<file path="config.mk">
export PLATFORM = sky130hd
export DESIGN_NAME = rca_lsq_arbiter
export DESIGN_NICKNAME = d
export VERILOG_FILES = /design/src/rtl/rca_lsq_arbiter.sv
export SDC_FILE = /design/constraint.sdc
export NUM_CORES = 1
export LEC_CHECK = 0
export CAP_MARGIN = 20
export CORE_MARGIN = 5
export CORE_UTILIZATION = 40
export DETAILED_ROUTE_END_ITERATION = 7
export PLACE_DENSITY = 0.76
export SLEW_MARGIN = 20
export SYNTH_ARGS = -nofsm -noshare
export SYNTH_HDL_FRONTEND = slang
export SYNTH_SLANG_ARGS = --single-unit
</file>
<file path="constraint.sdc">
create_clock -name clk -period 3.3 [get_ports clk]
set_clock_uncertainty 0.2 [all_clocks]
set_input_delay 0.825 -clock clk [delete_from_list [all_inputs] [get_ports clk]]
set_output_delay 0.825 -clock clk [all_outputs]
set_load 0.01 [all_outputs]
</file>
<file path="src/rtl/rca_lsq_arbiter.sv">
// Multi-row load/store queue for the RCA: round-robin row arbitration, in-order
// request FIFO toward the single LSU port, and a row-tag FIFO that routes load results back.
module rca_lsq_arbiter #(
    parameter int NUM_ROWS  = 4,
    parameter int DEPTH     = 4,
    parameter int MAX_LOADS = 4,
    parameter int ROW_W     = $clog2(NUM_ROWS)
) (
    input  logic                          clk,
    input  logic                          rst,
    input  logic [NUM_ROWS-1:0]           req_valid,
    output logic [NUM_ROWS-1:0]           req_ready,
    input  logic [NUM_ROWS-1:0][31:0]     req_addr,
    input  logic [NUM_ROWS-1:0][31:0]     req_data,
    input  logic [NUM_ROWS-1:0][2:0]      req_fn3,
    input  logic [NUM_ROWS-1:0]           req_load,
    input  logic [NUM_ROWS-1:0]           req_store,
    output logic [31:0]                   lsu_rs1,
    output logic [31:0]                   lsu_rs2,
    output logic [2:0]                    lsu_fn3,
    output logic                          lsu_load,
    output logic                          lsu_store,
    output logic                          lsu_new_request,
    input  logic                          lsu_ready,
    output logic                          rca_lsu_lock,
    input  logic                          lsu_load_done,
    input  logic [31:0]                   lsu_load_data,
    output logic                          rsp_valid,
    output logic [ROW_W-1:0]              rsp_row,
    output logic [31:0]                   rsp_data,
    output logic                          fifo_full,
    output logic                          idle,
    output logic                          rsp_error
);

    localparam int PW = (DEPTH > 1) ? $clog2(DEPTH) : 1;
    localparam int CW = $clog2(DEPTH + 1);
    localparam int TW = (MAX_LOADS > 1) ? $clog2(MAX_LOADS) : 1;
    localparam int OW = $clog2(MAX_LOADS + 1);

    typedef struct packed {
        logic [ROW_W-1:0] row;
        logic [31:0]      addr;
        logic [31:0]      data;
        logic [2:0]       fn3;
        logic             load;
        logic             store;
    } entry_t;

    entry_t           fifo_mem [DEPTH];
    logic [PW-1:0]    wr_ptr;
    logic [PW-1:0]    rd_ptr;
    logic [CW-1:0]    count;

    logic [ROW_W-1:0] tag_mem [MAX_LOADS];
    logic [TW-1:0]    tag_wr;
    logic [TW-1:0]    tag_rd;
    logic [OW-1:0]    outstanding;

    logic [ROW_W-1:0] rr_ptr;
    logic [ROW_W-1:0] winner;
    logic [ROW_W-1:0] scan_row;
    int               scan_idx;
    logic             found;
    logic             accept;
    logic             fifo_empty;
    logic             issue;
    logic             tag_push;
    logic             done_ok;
    entry_t           head;
    entry_t           new_entry;

    // Round-robin scan starting at rr_ptr; first requesting row wins.
    always_comb begin
        found    = 1'b0;
        winner   = '0;
        scan_idx = 0;
        scan_row = '0;
        for (int k = 0; k < NUM_ROWS; k++) begin
            scan_idx = int'(rr_ptr) + k;
            if (scan_idx >= NUM_ROWS) scan_idx = scan_idx - NUM_ROWS;
            scan_row = ROW_W'(scan_idx);
            if (!found && req_valid[scan_row]) begin
                found  = 1'b1;
                winner = scan_row;
            end
        end
    end

    assign fifo_full  = (count == CW'(DEPTH));
    assign fifo_empty = (count == '0);
    assign accept     = found && !fifo_full;
    assign req_ready  = accept ? (NUM_ROWS'(1) << winner) : '0;

    assign new_entry = '{row:   winner,
                         addr:  req_addr[winner],
                         data:  req_data[winner],
                         fn3:   req_fn3[winner],
                         load:  req_load[winner],
                         store: req_store[winner]};

    assign head = fifo_empty ? '0 : fifo_mem[rd_ptr];

    // Stores bypass the load cap; loads need a free tag slot.
    assign issue    = !fifo_empty && lsu_ready && (head.store || (outstanding < OW'(MAX_LOADS)));
    assign tag_push = issue && head.load;
    assign done_ok  = lsu_load_done && (outstanding != '0);

    assign lsu_rs1         = head.addr;
    assign lsu_rs2         = head.data;
    assign lsu_fn3         = head.fn3;
    assign lsu_load        = head.load;
    assign lsu_store       = head.store;
    assign lsu_new_request = issue;

    assign idle         = fifo_empty && (outstanding == '0);
    assign rca_lsu_lock = !idle;

    always_ff @(posedge clk) begin
        if (accept) fifo_mem[wr_ptr] <= new_entry;
        if (tag_push) tag_mem[tag_wr] <= head.row;
    end

    always_ff @(posedge clk or posedge rst) begin
        if (rst) begin
            wr_ptr <= '0;
            rd_ptr <= '0;
            count  <= '0;
            rr_ptr <= '0;
        end else begin
            if (accept) begin
                wr_ptr <= (wr_ptr == PW'(DEPTH - 1)) ? '0 : wr_ptr + PW'(1);
                rr_ptr <= (winner == ROW_W'(NUM_ROWS - 1)) ? '0 : winner + ROW_W'(1);
            end
            if (issue) rd_ptr <= (rd_ptr == PW'(DEPTH - 1)) ? '0 : rd_ptr + PW'(1);
            if (accept && !issue) count <= count + CW'(1);
            else if (!accept && issue) count <= count - CW'(1);
        end
    end

    always_ff @(posedge clk or posedge rst) begin
        if (rst) begin
            tag_wr      <= '0;
            tag_rd      <= '0;
            outstanding <= '0;
        end else begin
            if (tag_push) tag_wr <= (tag_wr == TW'(MAX_LOADS - 1)) ? '0 : tag_wr + TW'(1);
            if (done_ok) tag_rd <= (tag_rd == TW'(MAX_LOADS - 1)) ? '0 : tag_rd + TW'(1);
            if (tag_push && !done_ok) outstanding <= outstanding + OW'(1);
            else if (!tag_push && done_ok) outstanding <= outstanding - OW'(1);
        end
    end

    // Returns arrive in issue order, so the oldest tag names the requesting row.
    always_ff @(posedge clk or posedge rst) begin
        if (rst) begin
            rsp_valid <= 1'b0;
            rsp_row   <= '0;
            rsp_data  <= '0;
            rsp_error <= 1'b0;
        end else begin
            rsp_valid <= done_ok;
            if (done_ok) begin
                rsp_row  <= tag_mem[tag_rd];
                rsp_data <= lsu_load_data;
            end
            if (lsu_load_done && (outstanding == '0)) rsp_error <= 1'b1;
        end
    end

endmodule

</file>
# Word-level counts from Yosys, hierarchy flattened
# Memory sizes are Yosys's and may differ from the RTL's. A register that Yosys moved wholly into a read port is not among the register bits.
# Index checks and enable logic that the tools add are counted.
[word_totals]
wordCells = 120
mem_count = 2
ramBits = 292
regBits = 50
[memory_table]
columns = ["name", "words", "width", "rd", "rd_clocked_by_memory_dff", "wr", "line_no", "text"]
rows = [
  ["fifo_mem", 4, 71, 1, 0, 1, "50", "entry_t fifo_mem [DEPTH];"],
  ["tag_mem", 4, 2, 1, 1, 1, "55", "logic [ROW_W-1:0] tag_mem [MAX_LOADS];"],
]
[classes]
mux = 45
addsub = 16
reduce_logical = 30
n_shift = 1
n_eq_ne = 6
n_lt_le_gt_ge = 10
[ops]
columns = ["cell", "n"]
rows = [
  ["binary-select mux 32 bit (select 2 bit)", 2],
  ["two-way mux 71 bit", 1],
  ["two-way mux 32 bit", 2],
  ["two-way mux 2 bit", 13],
  ["less-than comparator 2 x 3 -> 1 bit, second input constant", 5],
  ["two-way mux 3 bit", 5],
  ["logical AND 1 bit", 14],
  ["two-way mux 1 bit", 14],
  ["binary-select mux 1 bit (select 2 bit)", 6],
  ["adder 2 x 1 -> 2 bit, second input constant", 5],
  ["== test 2 bit, second input constant", 5],
  ["zero test 1 bit", 10],
  ["greater-or-equal comparator 3 bit, second input constant", 3],
  ["subtractor 2 x 1 -> 2 bit, second input constant", 4],
  ["adder 2 x 2 -> 3 bit, second input constant", 2],
  ["adder 3 x 1 -> 3 bit, second input constant", 2],
  ["binary-select mux 3 bit (select 2 bit)", 1],
  ["zero test 3 bit", 2],
  ["subtractor 3 x 1 -> 3 bit, second input constant", 2],
  ["two-way mux 4 bit", 1],
  ["nonzero test 2 bit", 2],
  ["<< shifter 1 x 2 -> 4 bit, first input constant", 1],
  ["adder 2 x 1 -> 3 bit, second input constant", 1],
  ["== test 3 bit, second input constant", 1],
  ["4 further kinds", 4],
]

# Depth between registers and ports, before layout
# Gate-level depths: netlist of run 1.
[depth]
depth_word = 19
depth_mapped = 11

# Worst setup path before layout of run 1
# Ideal clock, no wire load.
[synth_path]
path_type = "input -> register"
startpoint = "in req_valid[1]"
endpoint = "mem fifo_mem[2][0] (netlist bit) (enable)"
slack_ps = -370
arrival_time_ps = 3033
cell_stages = 4
path_cell_list = "nor4_1 -> nor2_1 -> clkbuf_1 -> and2_1"
[synth_between]
elab_chain_len = 15
elab_cells_between_ends = 21
[synth_lines]
columns = ["item", "line_no", "text"]
rows = [
  ["from (decl)", "11", "input logic [NUM_ROWS-1:0] req_valid,"],
  ["binary-select mux 1 bit (select 2 bit)", "83", "if (!found && req_valid[scan_row]) begin"],
  ["two-way mux 1 bit (implied by the code)", "83", ""],
  ["two-way mux 1 bit", "83", ""],
  ["zero test 1 bit", "83", ""],
  ["logical AND 1 bit", "83", ""],
  ["two-way mux 1 bit", "83", ""],
  ["zero test 1 bit", "83", ""],
  ["logical AND 1 bit", "83", ""],
  ["two-way mux 1 bit", "83", ""],
  ["zero test 1 bit", "83", ""],
  ["logical AND 1 bit", "83", ""],
  ["two-way mux 1 bit *", "83", ""],
  ["logical AND 1 bit *", "92", "assign accept = found && !fifo_full;"],
  ["net accept", "65", "logic accept;"],
  ["two-way mux 1 bit *", "120", "if (accept) fifo_mem[wr_ptr] <= new_entry;"],
  ["two-way mux 1 bit (implied by the code) *", "120", ""],
  ["to (decl)", "50", ""],
]
# Mark *: on every way through the listed nets, which the timed path passes. The rest lies on a longest branch. The select of a mux whose other input is x is not followed.

# Final worst setup path of run 1
[layout_path]
startpoint = "reg rd_ptr[0]"
endpoint = "out lsu_rs1[11]"
[layout_between]
elab_chain_len = 2
[layout_lines]
columns = ["item", "line_no", "text"]
rows = [
  ["from (decl)", "52", "logic [PW-1:0] rd_ptr;"],
  ["from (signal assigned)", "135", "if (issue) rd_ptr <= (rd_ptr == PW'(DEPTH - 1)) ? '0 : rd_ptr + PW'(1);"],
  ["memory read (4 x 71 bit)", "-", ""],
  ["two-way mux 71 bit", "102", "assign head = fifo_empty ? '0 : fifo_mem[rd_ptr];"],
  ["to (decl)", "18", "output logic [31:0] lsu_rs1,"],
]
# Every way passes these cells.

==> results of run 1 <==
placed cells by master, fill, tap and decap left out, types with 4 or more instances in the layout:
cell type and n:
inv_1 12, clkinv_2 6, and2_1 61, nor2_1 7
edfxtp_1 292, clkbuf_16 39, nand2_1 102, dlygate4sd2_1 21
clkdlybuf4s50_1 350, clkbuf_1 6, and2_4 18, clkinv_1 8
buf_4 44, ha_1 14, mux2_2 6, buf_12 18
mux2i_1 209, and3_1 4, nor3_1 4, clkdlybuf4s15_1 24
dfrtp_1 49, buf_6 4, buf_2 23, mux4_2 72
clkbuf_2 8
report_power, final:
group	total, mW	switching, mW	internal (mW)
Clock	3.81	1.54	2.27
Combinational	9.70	4.79	4.90
Sequential	7.69	0.515	7.17
final timing paths:
path / end / cells after the start / slack, ns
min reg2reg: rsp_data[21]$_DFFE_PP0P_ / 2 / 0.27
min in group asynchronous: rsp_data[31]$_DFFE_PP0P_ / 2 / 0.52
max: lsu_rs1[11] / 6 / 0.05
max reg2reg: outstanding[1]$_DFFE_PP0P_ / 10 / 0.31
min: rsp_data[21]$_DFFE_PP0P_ / 2 / 0.27
max in group asynchronous: rsp_data[4]$_DFFE_PP0P_ / 3 / 1.84
through the flow:
step	utilization (%)	cells	total power, mW	setup TNS (ns)	hold slack (ns)
floorplan	-	1012	14.12	0	0.2688
global placement	52.58	1892	17.47	-38.22	0.2562
detailed placement	52.58	1892	17.71	-58.48	0.2613
CTS	55.44	1970	21.24	0	0.2757
global route	55.75	1974	22.44	-0.3711	0.2880
finish	55.75	1974	21.19	0	0.2724
state kept, by name, indices dropped and copies added, names as in the netlist:
| signal | cells |
|---|---|
| count | 3 |
| fifo_mem | 284 |
| outstanding | 3 |
| rd_ptr | 2 |
| rr_ptr | 2 |
| rsp_data | 32 |
| rsp_error | 1 |
| rsp_row | 2 |
| rsp_valid | 1 |
| tag_mem | 8 |
| tag_rd | 2 |
| tag_wr | 2 |
| wr_ptr | 2 |
timing repair:
action	CTS	global route
cloned	2	2
gates resized for setup	167	59
pin swaps	3	2
buffers inserted	15	2
setup endpoints to repair	74	61
cell families (layout without fill, tap and decap cells):
kind of cell               after synthesis  count (layout)  share of synthesized area (%)
DFF                                    344             344                          62.27
adders and majority gates               18              18                          1.486
and+or+nand+nor                        201             201                          6.082
buffers and inverters                  138             575                          5.339
xor gates and xnor gates                 6               6                         0.3250
AOI/OAI and AO/OA                       15              15                         0.8357
muxes                                  290             290                          23.66
cells in the mapped netlist (all sizes together) (2+ instances only):
| cell | number |
|---|---|
| xnor2 | 3 |
| inv | 14 |
| and3 | 4 |
| nand2b | 2 |
| nor3 | 4 |
| ha | 16 |
| nand2 | 102 |
| and2 | 79 |
| mux2 | 9 |
| buf | 104 |
| mux4 | 72 |
| edfxtp | 292 |
| fa | 2 |
| o21ai | 3 |
| a21o | 3 |
| xor2 | 3 |
| mux2i | 209 |
| a21oi | 3 |
| dfrtp | 52 |
| clkbuf | 19 |
| nor2 | 7 |
layout make-up:
type                            instances  area, sq um  share of cell area, %
Multi-Input combinational cell        530         5318                  23.95
Inverter                               15        58.81                 0.2649
Tap cell                              525        656.9                  2.959
Clock inverter                         18        161.4                 0.7270
Sequential cell                       344        10080                  45.39
Timing Repair Buffer                  499         4981                  22.43
Clock buffer                           43        948.4                  4.272
worst reg2reg max path, delay by kind of cell, from the launching register on:
kind | cells | cell delay (ns)
adder cells (fa/ha/maj) | 2 | 0.62
AO/OA/AOI/OAI | 2 | 0.19
AND/OR/NAND/NOR | 2 | 0.70
multiplexers | 1 | 0.26
buffers and inverters | 3 | 0.45
flip-flops | 1 | 0.45
per-layer routing:
layer | vias up | routed length (microns) | global-route usage [%] | part of all wire, %
li1 | 4551 | - | - | -
met1 | 4832 | 15310 | 20.43 | 40
met2 | 327 | 19460 | 29.30 | 51
met3 | 53 | 2779 | 3.802 | 7.3
met4 | 0 | 713 | 3.689 | 1.9
met5 | - | 0 | 0 | 0
==> results.txt, run 1 <==
Vias per cell: 4.946
Slowest stage cell, crit path: mux4_2
Crit end category: primary output
Worst endpoint data arrival time: 2.23 ns
Leakage: 8.586 nW
Fin crit share: 98.50%
Vias in the first global route: 10,340
I/O pin total: 429
Drt pass-1 iters: 4
Worst-path clk slew: 0.06 ns
Row count: 73
Sequential area share after synthesis: 62.27%
Die area: 44,550 sq um
Setup crit start kind: flip-flop
Post-layout minimum cycle time: 3.251 ns
Asr flop ratio synth: 15.12%
H-tree levels: 2
Remaining antenna violation count: 0
Hold-fix buffers, CTS: 0
Setup CP Type: flip-flop to primary output
Max_cap viols: 0
Die W: 211.1 microns
Top_reg_cell synth: edfxtp_1
Post-DP HPWL: 26.60 mm
TritonCTS Buffers: 36
Netlist cell types: 36
Crit path from: rd_ptr[0]$_DFFE_PP0P_
Buffers on Ports: 428
Starting Density: 40.61%
Routability Congestion: 0.8612
Worst-Skew Late Latency: 0.50 ns
Area grow syn2layout: 37.30%
Min-delay worst type: flip-flop to flip-flop
Share of layout cells above drive strength 1: 18.22%
Synthesized net count: 1,346
DRC: 0
Global-route wire length before repair: 57.75 mm
CTS sink count: 344
# setup viols final: 0
Total wire length: 38.27 mm
Placement Cell Area: 20,940 sq um
Die Y: 211.1 microns
Cell area after layout: 22,200 sq um
GRT Total Usage: 16.42%
DR WL/cell: 19.39 microns
CP max stage delay: 0.51 ns
Worst path bufs/invs: 4
Nets: 1,760
RR Startpoint: count[0]$_DFFE_PP0P_
Synth warnings: 0
CTS tree: built
CP max FO: 10
Filler instances: 3,203
CP delay by family, top: buffers and inverters
Mapped Cells: 1,012
Worst path most repeated cell: buf_12
Slew at the pin closest to its max-slew limit: 0.9323 ns
Yosys top cell by area: edfxtp_1
Ranking of synthesized cells by area: edfxtp_1 (54%), mux2i_1 (13%), mux4_2 (10%), dfrtp_1 (8.0%), buf_4 (3.9%)
Min-delay src: rsp_data[21]$_DFFE_PP0P_
Place WS: -0.6315 ns
Synthesized area per cell: 15.98 sq um
RSZ-0062 raised after global routing: true
Number of synthesized flops with an enable pin: 292
Slew Viols, Final: 0
CP Cell Sequence: buf_12 -> buf_4 -> buf_12 -> mux4_2 -> and2_4 -> buf_2
Worst EP required: 2.27 ns
Via count: 9,763
Fmax: 0.3076 GHz
N_diodes: 0
Area of the mapped netlist: 16,170 sq um
Root buf cell: clkbuf_16
Worst setup margin: 0.04945 ns
Pwr dens: 954.4 nW/um^2
1st-iter DRT viols: 402
Initial antenna violation count: 0
Outcome: complete, no violations
CTS max path bufs: 3
Fin. Hold Viols: 0
VDD IR max: 0.0005095 V
GRT overflow: 0
Core Area: 39,820 sq um
Synthesis-stage register bit count: 344
Largest net degree at the start of global routing: 77
Yosys top cell area share: 54.22%
Worst slew margin: 37.46%
Power figures use the tool's default switching activity.
==> inputs of run 2 (changes only) <==
Settings changed: TNS_END_PERCENT set to 10.
==> run 2 against run 1 <==
- clock power decreased by 2%
- sequential cell count is the same
- first-iteration DRC count is 5.7% higher
- sequential power is essentially flat
- global-route usage grew 0.24 points
- fmax fell by 0.79%
- die area unchanged
- critical path depth unchanged
- register-to-register slack improved by 0.06 ns
- sequential share of layout area increased by 0.12 points
- critical path type unchanged
- critical endpoint is now lsu_rs1[13]
==> results.txt, run 2 (synthesis results as in run 1) <==
Outcome: complete, no violations
Largest net degree at the start of global routing: 76 (-1.3%)
Fin crit share: 99.28% (+0.78 points)
Buffers on Ports: 428 (unchanged)
Sw Pwr: 6.864 mW (+0.26%)
Most frequent cells in the layout: clkdlybuf4s50_1 (350), edfxtp_1 (292), mux2i_1 (209)
Comb power frac: 45.7% (about the same)
Root buf cell: clkbuf_16
CTS tree: built
RR Startpoint: rd_ptr[1]$_DFFE_PP0P_
Reg2reg setup slack: 0.37 ns (+0.06 ns)
Row count: 73 (unchanged)
Worst path most repeated cell: buf_12
TritonCTS Buffers: 37 (+2.8%)
Global-route wire length before repair: 58.39 mm (+1.1%)
Final core utilization: 55.61% (-0.14 points)
Area grow syn2layout: 36.95%
Clock power frac: 17.8% (-0.2 points)
# setup viols final: 0 (unchanged)
Slew Viols, Final: 0 (unchanged)
CP Capture Point: lsu_rs1[13]
Min-delay worst type: flip-flop to flip-flop
Worst-path clk slew: 0.06 ns (about the same)
Setup CP Type: flip-flop to primary output
CP Cell Sequence: buf_12 -> buf_12 -> buf_12 -> mux4_2 -> and2_4 -> buf_6
Routability Congestion: 0.8249 (-4.2%)
CP max stage delay: 0.52 ns (about the same)
Share of layout cells above drive strength 1: 18.91% (+0.69 points)
Top Registers: fifo_mem: 284 flops, rsp_data: 32 flops, tag_mem: 8 flops
Max_cap viols: 0 (unchanged)
Reg power frac: 36.6% (+0.3 points)
CP max FO: 9 (-1)
Sw Share: 32.62% (+0.31 points)
R2R cell count: 10 (unchanged)
Slew at the pin closest to its max-slew limit: 0.9975 ns (+0.06514 ns)
Worst-Skew Late Latency: 0.52 ns (+0.02 ns)
1st-iter DRT viols: 425 (+5.7%)
Post-layout minimum cycle time: 3.276 ns (+0.02577 ns)
H-tree levels: 2 (unchanged)
Crit path from: rd_ptr[0]$_DFFE_PP0P_
DRC: 0 (unchanged)
RSZ-0062 raised after global routing: true
Fin. Hold Viols: 0 (unchanged)
Initial antenna violation count: 1 (+1)
Slowest stage cell, crit path: mux4_2
Vias in the first global route: 10,730 (+3.9%)
Setup_tns: 0 ns (unchanged)
Setup crit start kind: flip-flop
Die Y: 211.1 microns (unchanged)
DR WL/cell: 19.30 microns (-0.44%)
Pwr dens: 950.2 nW/um^2 (-0.44%)
Vias per cell: 4.942 (about the same)
Remaining antenna violation count: 0 (unchanged)
Placement Cell Area: 20,890 sq um (-0.21%)
Worst slew margin: 33.50% (-4.0 points)
Via count: 9,755 (-0.082%)
Int Pwr: 14.18 mW (-1.2%)
Cell area after layout: 22,150 sq um (-0.26%)
Place WS: -0.5681 ns (+0.06343 ns)
Worst EP required: 2.27 ns (about the same)
Die area: 44,550 sq um (unchanged)
Reg with most FFs: fifo_mem
Drt pass-1 iters: 4 (unchanged)
Commonest non-fill, non-tap cell in the layout: clkdlybuf4s50_1
N_diodes: 0 (unchanged)
Fmax: 0.3052 GHz (-0.79%)
Worst setup margin: 0.02368 ns (-0.02577 ns)
Crit end category: primary output
GRT Total Usage: 16.66% (+0.24 points)
Nets: 1,757 (-0.17%)
Largest register FFs: 284 (unchanged)
CTS sink count: 344 (unchanged)
GRT overflow: 0 (unchanged)
Core Area: 39,820 sq um (unchanged)
Leakage: 8.572 nW (-0.16%)
VDD IR max: 0.0005019 V (-1.5%)
Die W: 211.1 microns (unchanged)
Starting Density: 40.61% (unchanged)
FF-to-FF End: outstanding[1]$_DFFE_PP0P_
Total wire length: 38.10 mm (-0.44%)
Post-DP HPWL: 27.23 mm (+2.4%)
CTS max path bufs: 3 (unchanged)
I/O pin total: 429 (unchanged)
Worst endpoint data arrival time: 2.25 ns (+0.02 ns)
## run 2: changes by cell type in the layout (fill, tap and decap cells not counted), moves of 3 or more
cell             change
clkbuf_8             +3
clkinv_1             -3
dlygate4sd2_1        -3
and2_4               -6
clkdlybuf4s15_1      -9
clkinv_2             +3
clkbuf_2             +9
buf_4                -7
bufinv_16            -3
and2_1               +6
buf_6                +6
## run 2: per-stage QoR
| step | power [mW] | std cells | hold slack, ns |
|---|---|---|---|
| floorplan | 14.15 | 1012 | 0.2688 |
| global placement | 17.46 | 1886 | 0.2459 |
| detailed placement | 17.74 | 1886 | 0.2518 |
| CTS | 21.36 | 1969 | 0.2639 |
| global route | 22.36 | 1974 | 0.2979 |
| finish | 21.04 | 1974 | 0.2605 |
## run 2: worst min path at each step
stage                           from                     to  slack (ns)  depth (start not counted)
2_1_floorplan   count[2]$_DFFE_PP0P_   count[2]$_DFFE_PP0P_        0.27                          1
3_3_place_gp   rsp_error$_DFFE_PP0P_  rsp_error$_DFFE_PP0P_        0.25                          1
3_5_place_dp   rsp_error$_DFFE_PP0P_  rsp_error$_DFFE_PP0P_        0.25                          1
4_1_cts        rsp_error$_DFFE_PP0P_  rsp_error$_DFFE_PP0P_        0.26                          1
5_1_grt        rsp_error$_DFFE_PP0P_  rsp_error$_DFFE_PP0P_        0.30                          1
6_report       rsp_error$_DFFE_PP0P_  rsp_error$_DFFE_PP0P_        0.26                          1
## run 2: layout make-up
class / instances / area [sq um]
clock buffer: 47 / 993.5
clock inverter: 18 / 117.6
fill: 3223 / 17680
inverter: 15 / 56.30
multi-input combinational: 530 / 5314
sequential: 344 / 10080
tap: 525 / 656.9
timing repair buffer: 495 / 4927
## run 2: critical path: cells and delay by family (launching register included)
family	cells	cell delay, ns
buf+inv	4	0.52
mux	1	0.52
flops	1	0.49
simple gates	1	0.18
## run 2: repair_timing
| action | 4_1_cts | 5_1_grt |
|---|---|---|
| pin swaps | 2 | 2 |
| setup buffers | 16 | 5 |
| cloned | 2 | 0 |
| hold buffers | 0 | 0 |
| hold endpoints to repair | 0 | 0 |
| setup endpoints to repair | 74 | 64 |
| gates resized for setup | 186 | 58 |
## run 2: layer usage
metal | vias to the layer above | routed length, microns | GRT usage, %
li1 | 4552 | - | -
met1 | 4830 | 14240 | 19.22
met2 | 318 | 20350 | 30.96
met3 | 53 | 2763 | 4.471
met4 | 2 | 729 | 3.711
met5 | - | 13 | 0
## run 2: power groups by stage
stage	logic (mW)	registers, mW	clock network (mW)
final	9.62	7.69	3.74
after global routing	10.5	7.86	4.04
after CTS	9.77	7.74	3.86
after detailed placement	9.93	7.81	0
after global placement	9.78	7.68	0
after floorplan	6.41	7.74	0
==> inputs of run 3 (changes only) <==
Settings changed: CORE_UTILIZATION 40 to 44, PLACE_DENSITY 0.76 to 0.81.
==> run 3 against run 2 <==
- worst setup slack about the same
- sequential power about the same
- sequential share of layout area down 0.11 points
- critical path type unchanged
- core utilization up 5.3 points
- combinational power about the same
- largest cell class unchanged
- global-route usage up 1.4 points
- clock-buffer cell count unchanged
- worst hold slack better by 0.0028 ns
- sequential cell count unchanged
- first-iteration DRC count down 14%
- final cell count down 2.3%
==> results.txt, run 3 (synthesis results as in run 1) <==
Outcome: complete, no violations
FF-to-FF End: fifo_mem[1][0]$_DFFE_PP_
Remaining antenna violation count: 0 (unchanged)
Core Area: 36,430 sq um (-8.5%)
Commonest non-fill, non-tap cell in the layout: clkdlybuf4s50_1
Drt pass-1 iters: 4 (unchanged)
Reg with most FFs: fifo_mem
I/O pin total: 429 (unchanged)
Reg2reg setup slack: 0.30 ns (-0.07 ns)
Largest register FFs: 284 (unchanged)
RR Startpoint: rr_ptr[1]$_DFFE_PP0P_
Worst path bufs/invs: 3 (-1)
Worst-Skew Late Latency: 0.51 ns (about the same)
Placement Cell Area: 20,960 sq um (+0.32%)
Root buf cell: clkbuf_16
GRT Total Usage: 18.03% (+1.4 points)
DRC: 0 (unchanged)
Worst slew margin: 39.28% (+5.8 points)
Fin crit share: 99.27% (about the same)
Max_cap viols: 0 (unchanged)
CP max stage delay: 0.50 ns (-0.02 ns)
Total wire length: 37.58 mm (-1.3%)
Die Y: 201.7 microns (-4.4%)
Die W: 201.7 microns (-4.4%)
Most frequent cells in the layout: clkdlybuf4s50_1 (350), edfxtp_1 (292), mux2i_1 (209)
Row count: 70 (-4.1%)
Slew at the pin closest to its max-slew limit: 0.9052 ns (-0.09222 ns)
Largest net degree at the start of global routing: 82 (+7.9%)
Setup CP Type: flip-flop to primary output
RSZ-0062 raised after global routing: true
Hold path cells: 1 (unchanged)
Hold EP: rsp_error$_DFFE_PP0P_
Cell area after layout: 22,190 sq um (+0.21%)
Worst EP required: 2.27 ns (about the same)
CTS max path bufs: 3 (unchanged)
Crit end category: primary output
Setup crit start kind: flip-flop
Slowest stage cell, crit path: mux4_2
H-tree levels: 2 (unchanged)
Filler instances: 2,686 (-17%)
Post-layout power: 21.18 mW (+0.67%)
DR WL/cell: 19.49 microns (+1.0%)
Hold-fix buffers, CTS: 0 (unchanged)
CP max FO: 6 (-3)
Fin. Hold Viols: 0 (unchanged)
Post-layout minimum cycle time: 3.276 ns (-0.0003060 ns)
Area grow syn2layout: 37.24%
Vias per cell: 5.050 (+2.2%)
CTS sink count: 344 (unchanged)
Global-route wire length before repair: 58.46 mm (+0.13%)
Slew Viols, Final: 0 (unchanged)
Routability Congestion: 0.7996 (-3.1%)
Leakage: 8.638 nW (+0.77%)
CP Cell Sequence: buf_12 -> buf_4 -> mux4_2 -> and2_1 -> dlygate4sd2_1
Top Registers: fifo_mem: 284 flops, rsp_data: 32 flops, tag_mem: 8 flops
Vias in the first global route: 10,630 (-1.0%)
Min-delay worst type: flip-flop to flip-flop
Pwr dens: 954.5 nW/um^2 (+0.45%)
Share of layout cells above drive strength 1: 18.42% (-0.48 points)
Buffers on Ports: 428 (unchanged)
Via count: 9,736 (-0.19%)
Worst endpoint data arrival time: 2.25 ns (about the same)
Fmax: 0.3052 GHz (about the same)
Worst-path clk slew: 0.06 ns (about the same)
# setup viols final: 0 (unchanged)
VDD IR max: 0.0004555 V (-9.2%)
TritonCTS Buffers: 36 (-2.7%)
Min-delay src: rsp_error$_DFFE_PP0P_
1st-iter DRT viols: 366 (-14%)
GRT overflow: 0 (unchanged)
Initial antenna violation count: 0 (-1)
CP delay by family, top: buffers and inverters
CTS tree: built
N_diodes: 0 (unchanged)
Post-DP HPWL: 26.66 mm (-2.1%)
R2R cell count: 10 (unchanged)
Starting Density: 44.38% (+3.8 points)
Die area: 40,680 sq um (-8.7%)
Nets: 1,769 (+0.68%)
Min Hold Slack: 0.2633 ns (+0.002778 ns)
-- run 3: layout make-up --
cell class	instances	area [sq um]	share of cell area, %
Clock buffer	47	984.7	4.437
Clock inverter	16	155.1	0.6991
Timing Repair Buffer	508	5002	22.54
Sequential cell	344	10080	45.41
Inverter	15	56.30	0.2537
Tap cell	468	585.6	2.639
Multi-Input combinational cell	530	5331	24.02
-- run 3: repair_timing --
item                       in CTS  in global routing
gates cloned                    1                  1
setup endpoints to repair      74                 53
setup buffers                  20                  1
gates resized for setup       180                 36
pin swaps                       5                  5
-- run 3: worst max path at each step --
stage / slack, ns / endpoint / startpoint / cells after the start
3_5_place_dp: -0.61 / req_ready[2] / req_valid[2] / 8
3_3_place_gp: -0.56 / req_ready[1] / req_valid[2] / 8
5_1_grt: -0.05 / lsu_rs2[20] / rd_ptr[0]$_DFFE_PP0P_ / 5
6_report: 0.02 / lsu_rs2[16] / rd_ptr[0]$_DFFE_PP0P_ / 5
4_1_cts: -0.08 / lsu_rs1[10] / rd_ptr[0]$_DFFE_PP0P_ / 6
2_1_floorplan: -0.37 / fifo_mem[3][0]$_DFFE_PP_ / req_valid[1] / 4
-- run 3: power by group --
part | internal [mW] | leakage (nW) | switching, mW | total [mW]
clock | 2.33 | 0.554 | 1.54 | 3.88
sequential | 7.17 | 3.34 | 0.530 | 7.70
combinational | 4.87 | 4.74 | 4.74 | 9.61
total | 14.4 | 8.64 | 6.81 | 21.2
-- run 3: stage by stage --
stage | instances | utilization [%] | worst slack, ns | TNS [ns]
finish | 1928 | 60.91 | 0.02399 | 0
global route | 1928 | 60.91 | -0.05351 | -0.6187
global placement | 1844 | 57.53 | -0.5597 | -30.34
floorplan | 1012 | - | -0.3700 | -43.85
CTS | 1928 | 60.81 | -0.08348 | -0.1716
detailed placement | 1844 | 57.53 | -0.6084 | -50.93
-- run 3: worst reg2reg max path, stage by stage, from the launching register on --
cell and delay, ns:
dfrtp_1 0.41, mux2i_1 0.22, nor2_1 0.08, a311oi_4 0.36
buf_4 0.19, buf_6 0.10, buf_4 0.10, buf_4 0.09
buf_4 0.54, mux2i_1 0.27, buf_4 0.21
-- run 3: routing by layer --
layer  GRT usage (%)  wire (microns)
met2           32.52           19470
met4           3.687             595
met5               0               0
met3           4.480            2514
met1           22.12           15000
